$ cat src/rtl/ascon_pkg.sv
// Shared types and constants for the ASCON permutation round scheduler.
// Round constant for index i is {~i, i}; shorter permutations start part-way in.
package ascon_pkg;

  localparam int ASCON_STATE_W = 320;

  typedef enum logic [1:0] {
    MODE_P12 = 2'b00,
    MODE_P8  = 2'b01,
    MODE_P6  = 2'b10,
    MODE_RSV = 2'b11
  } mode_e;

  typedef enum logic [1:0] {
    S_IDLE = 2'b00,
    S_RUN  = 2'b01,
    S_DONE = 2'b10
  } state_e;

  localparam logic [3:0] START_P12 = 4'd0;
  localparam logic [3:0] START_P8  = 4'd4;
  localparam logic [3:0] START_P6  = 4'd6;
  localparam logic [3:0] LAST_RI   = 4'd11;

  function automatic logic [7:0] rc(input logic [3:0] i);
    return {~i, i};
  endfunction

  // Reserved mode falls back to the full 12-round permutation.
  function automatic logic [3:0] start_idx(input logic [1:0] mode);
    case (mode)
      MODE_P8: return START_P8;
      MODE_P6: return START_P6;
      default: return START_P12;
    endcase
  endfunction

endpackage

$ cat src/rtl/ascon_rc_gen.sv
// Round index counter: loads the start index, steps once per round,
// and flags the final round (index 11).
module ascon_rc_gen
  import ascon_pkg::*;
(
  input  logic       clk,
  input  logic       rst,
  input  logic       load_i,
  input  logic [3:0] start_i,
  input  logic       inc_i,
  output logic [3:0] ri_o,
  output logic       last_o
);

  logic [3:0] ri_q, ri_d;

  always_comb begin
    ri_d = ri_q;
    if (load_i) begin
      ri_d = start_i;
    end else if (inc_i) begin
      ri_d = ri_q + 4'd1;
    end
  end

  always_ff @(posedge clk) begin
    if (rst) begin
      ri_q <= 4'd0;
    end else begin
      ri_q <= ri_d;
    end
  end

  assign ri_o   = ri_q;
  assign last_o = (ri_q == LAST_RI);

endmodule

$ cat src/rtl/ascon_perm_sched.sv
// Drives an external single-round ASCON datapath for 12/8/6 rounds per request;
// a new request may be taken in the same cycle a result is consumed.
module ascon_perm_sched
  import ascon_pkg::*;
(
  input  logic                     clk,
  input  logic                     rst,
  input  logic                     in_valid,
  output logic                     in_ready,
  input  logic [ASCON_STATE_W-1:0] in_state,
  input  logic [1:0]               in_mode,
  output logic                     out_valid,
  input  logic                     out_ready,
  output logic [ASCON_STATE_W-1:0] out_state,
  output logic                     busy,
  output logic                     dp_enable,
  output logic [7:0]               dp_rc,
  output logic [ASCON_STATE_W-1:0] dp_x_out,
  input  logic [ASCON_STATE_W-1:0] dp_x_in
);

  state_e                   state_q, state_d;
  logic [ASCON_STATE_W-1:0] st_q, st_d;
  logic                     load, inc, last;
  logic [3:0]               ri;

  ascon_rc_gen u_rc_gen (
    .clk     (clk),
    .rst     (rst),
    .load_i  (load),
    .start_i (start_idx(in_mode)),
    .inc_i   (inc),
    .ri_o    (ri),
    .last_o  (last)
  );

  always_comb begin
    state_d   = state_q;
    st_d      = st_q;
    load      = 1'b0;
    inc       = 1'b0;
    in_ready  = 1'b0;
    out_valid = 1'b0;
    dp_enable = 1'b0;
    dp_rc     = 8'h00;
    case (state_q)
      S_IDLE: begin
        in_ready = 1'b1;
        if (in_valid) begin
          load    = 1'b1;
          st_d    = in_state;
          state_d = S_RUN;
        end
      end
      S_RUN: begin
        dp_enable = 1'b1;
        dp_rc     = rc(ri);
        st_d      = dp_x_in;
        inc       = 1'b1;
        if (last) state_d = S_DONE;
      end
      S_DONE: begin
        out_valid = 1'b1;
        in_ready  = out_ready;
        // Consuming the result and accepting the next request share one cycle.
        if (out_ready) begin
          if (in_valid) begin
            load    = 1'b1;
            st_d    = in_state;
            state_d = S_RUN;
          end else begin
            state_d = S_IDLE;
          end
        end
      end
      default: state_d = S_IDLE;
    endcase
  end

  always_ff @(posedge clk) begin
    if (rst) begin
      state_q <= S_IDLE;
      st_q    <= '0;
    end else begin
      state_q <= state_d;
      st_q    <= st_d;
    end
  end

  assign out_state = st_q;
  assign dp_x_out  = st_q;
  assign busy      = (state_q == S_RUN);

endmodule

$ cat config.mk
export PLATFORM = sky130hd
export DESIGN_NAME = ascon_perm_sched
export DESIGN_NICKNAME = d
export VERILOG_FILES = /design/src/rtl/ascon_pkg.sv /design/src/rtl/ascon_rc_gen.sv /design/src/rtl/ascon_perm_sched.sv
export SDC_FILE = /design/constraint.sdc
export NUM_CORES = 1
export LEC_CHECK = 0
export BUFFER_PORTS_ARGS = -buffer_cell sky130_fd_sc_hd__buf_2
export CORE_AREA = 8 8 497 499
export CTS_CLUSTER_SIZE = 20
export DETAILED_ROUTE_END_ITERATION = 8
export DIE_AREA = 0 0 505 507
export SLEW_MARGIN = 0
export SYNTH_ARGS = -nofsm -noshare
export SYNTH_HDL_FRONTEND = slang
export SYNTH_SLANG_ARGS = --single-unit
$ cat constraint.sdc
create_clock -name clk -period 3.8 [get_ports clk]
set_clock_uncertainty 0.1 [all_clocks]
set_input_delay 0.38 -clock clk [delete_from_list [all_inputs] [get_ports clk]]
set_output_delay 0.38 -clock clk [all_outputs]
set_load 0.02 [all_outputs]
==> run metrics <==
FMAX 0.335 GHz; total gr overflow 0; Post-synth ARST share 0%; max-cap violations 0; Post-synth top flop dfxtp_1; Syn-to-layout area delta 92.4%; Hold EP dp_x_out[243]; Final #Nets 4327; synth unique cells 27; crit share post-route 78.5%; die span in y 507 um; share of layout cells above drive strength 1 41.1%; sequential share of the synthesized area 37.7%; standard-cell rows 180; CP bufs+invs 3; Post-Syn Nets 2799; Slew @ Worst Pin 0.926 ns; Critical Path Sink Type flip-flop; fin. max-slew vios 0; DRC 0; max incr delay on CP 0.61 ns; Avg WL per Cell 32.5 um; final hold viol count 0; Cell Chain, Critical Path nor2_1, a21oi_4, buf_4, buf_4, nor2_1, a311oi_1, dlygate4sd3_1; Port Buffer Count 1297; synthesized instance count 2151; Total Routed Length 227 mm; switch share 39.1%; CTS Hold Bufs 643; CTS sink count 326; CTS Buffer Depth 3; Setup crit start kind flip-flop; Root Driver clkbuf_16; Post-synth top cells 642 x nand2_1, 335 x buf_4, 329 x nor2_1; hpwl dp 201 mm; largest net degree at the start of global routing 105; min Tclk post-route 2.98 ns; DR vias 23.6k; global-route wire length before repair 278 mm; r2r startpoint state_q[0]; die area 256000 um^2; VDD IR max 363 uV; boundary pin count 1298; CTS tree built; total negative slack 0 ns; number of enable flip-flop cells after synthesis 0; Sequential Power Share 28.9%; postcts setup bufs 0; initial antenna violation count 298; Num CTS Buffers 53; CP top delay family buffers and inverters; worst min path class in2reg; Syn. warnings 0; Crit Path Max Fanout 39; Worst Path Arrival 3.50 ns; Total GRT Usage 16.8%; setup slack, reg-to-reg 0.82 ns; PD cells 418 nW/um^2; Detail Route Antenna Nets 0; final setup fails 0; Slowest-stage cell, CP dlygate4sd3_1; synthesized area 17300 um^2; DRT Pass-1 Iters 6; Yosys top cell by area dfxtp_1; Logic pwr share 32.3%; Synth area leaders dfxtp_1 38%, buf_4 15%, nand2_1 14%, a311oi_1 11%, a311oi_2 8.6%; Hold Crit Depth 3; Synth top area share 37.7%; CTS H-tree depth 2; Starting Density 7.24%; Net Sw Power 5.46 mW; Via density 3.38; most numerous cell in the Yosys netlist nand2_1; syn_area_per_cell 8.05 um^2; vias in the first global route 23.0k; Clk network pwr share 38.8%; P_int 8.48 mW; worst relative slew slack 38.2%; Die W 505 um; GP Congestion 0.961; Worst Path Required 4.32 ns; Pwr Total 13.9 mW; core box area 239000 um^2; Worst R2R Path Depth 7; Yosys reg bits 326; initial DRC count 2022; worst skew pair latency 0.67 ns; leakage 15.5 nW; Hold Startpoint dp_x_in[243]; r2r endpoint dp_x_out[87]; critical path class reg2reg; RSZ-0062 raised after global routing false; outcome finished, final reports clean; Worst-path clk slew 0.06 ns; Post-CTS Resized 0
layout by cell type, fill, tap and decap left out, drive strengths merged:
cell type    Yosys  routed
nor3             3       3
a21oi            5       5
clkinv           0      11
dfxtp          326     326
a22oi            1       1
a32oi            2       2
xor2             1       1
a311oi         320     320
and2             4       4
nand2b           2       2
buf            460    1331
dlygate4sd3      0     643
nand4            1       1
xnor2            1       1
clkinvlp         0       8
ha               2       2
a211oi           1       1
diode            0      81
bufinv           0       6
nand2          642     642
nor2           329     329
clkbuf          41      65
inv              4      14
a21o             1       1
o211ai           1       1
nor2b            4       4
worst register-to-register path, stage by stage, from the launching register on:
cell	delay [ns]
dfxtp_1	0.52
nor2_1	0.15
a21oi_4	0.45
buf_4	0.28
buf_4	0.42
nor2_1	0.11
a311oi_1	0.30
dlygate4sd3_1	0.61
cell type report:
| type | count | area (um^2) |
|---|---|---|
| diodes | 81 | 203 |
| fillers | 27478 | 206000 |
| multi-input cells | 1320 | 7290 |
| clock buffers | 65 | 1450 |
| repair buffers | 1974 | 13400 |
| well taps | 3185 | 3990 |
| inverters | 4 | 22.5 |
| flip-flops and latches | 326 | 6530 |
| clock inverters | 35 | 419 |
power by group through the flow:
stage,Clock [mW],Sequential [mW],Combinational [mW]
5_1_grt,5.73,4.07,4.81
3_3_place_gp,0,4.09,3.82
2_1_floorplan,0,4.38,1.73
6_report,5.40,4.03,4.50
3_5_place_dp,0,4.10,3.83
4_1_cts,5.63,4.03,4.59
sequential cells by signal (all words and copies together) (netlist names):
name,count
u_rc_gen.ri_o,4
state_q,2
dp_x_out,320
logic make-up (layout without fill, tap and decap cells):
| family | count (synthesis) | after routing | synth area share, % |
|---|---|---|---|
| other cells | 0 | 81 | 0 |
| flops | 326 | 326 | 37.7 |
| fa+ha+maj | 2 | 2 | 0.145 |
| xor+xnor | 2 | 2 | 0.101 |
| buf+inv | 505 | 2078 | 20.3 |
| simple gates | 985 | 985 | 21.6 |
| compound gates | 331 | 331 | 20.2 |
routing by layer:
| metal | track usage (%) | up-vias | part of all wire [%] |
|---|---|---|---|
| met1 | 17.4 | 10866 | 35 |
| met5 | 0 | - | 0.67 |
| met2 | 25.4 | 1678 | 41 |
| met3 | 13.4 | 598 | 18 |
| li1 | - | 10226 | - |
| met4 | 6.63 | 226 | 4.9 |
worst max path at each step:
stage,startpoint,to,cells after the start
floorplan,state_q[1],dp_rc[0],6
global placement,state_q[0],dp_x_out[214],6
detailed placement,state_q[0],dp_x_out[298],6
CTS,state_q[0],dp_enable,4
global route,state_q[0],dp_x_out[300],7
finish,state_q[0],dp_x_out[87],7
per-stage QoR:
stage	hold slack (ns)	cell area [um^2]	util [%]	setup WS (ns)	std cells
finish	0.0399	33300	13.9	0.816	6990
global route	0.0418	33200	13.9	0.644	6954
CTS	0.00353	33100	13.8	0.816	6909
detailed placement	0.398	24800	10.4	1.43	6166
global placement	0.394	24800	10.4	1.45	6166
floorplan	0.391	17300	-	1.99	2151
No activity file was read; power rests on OpenSTA's default activity.
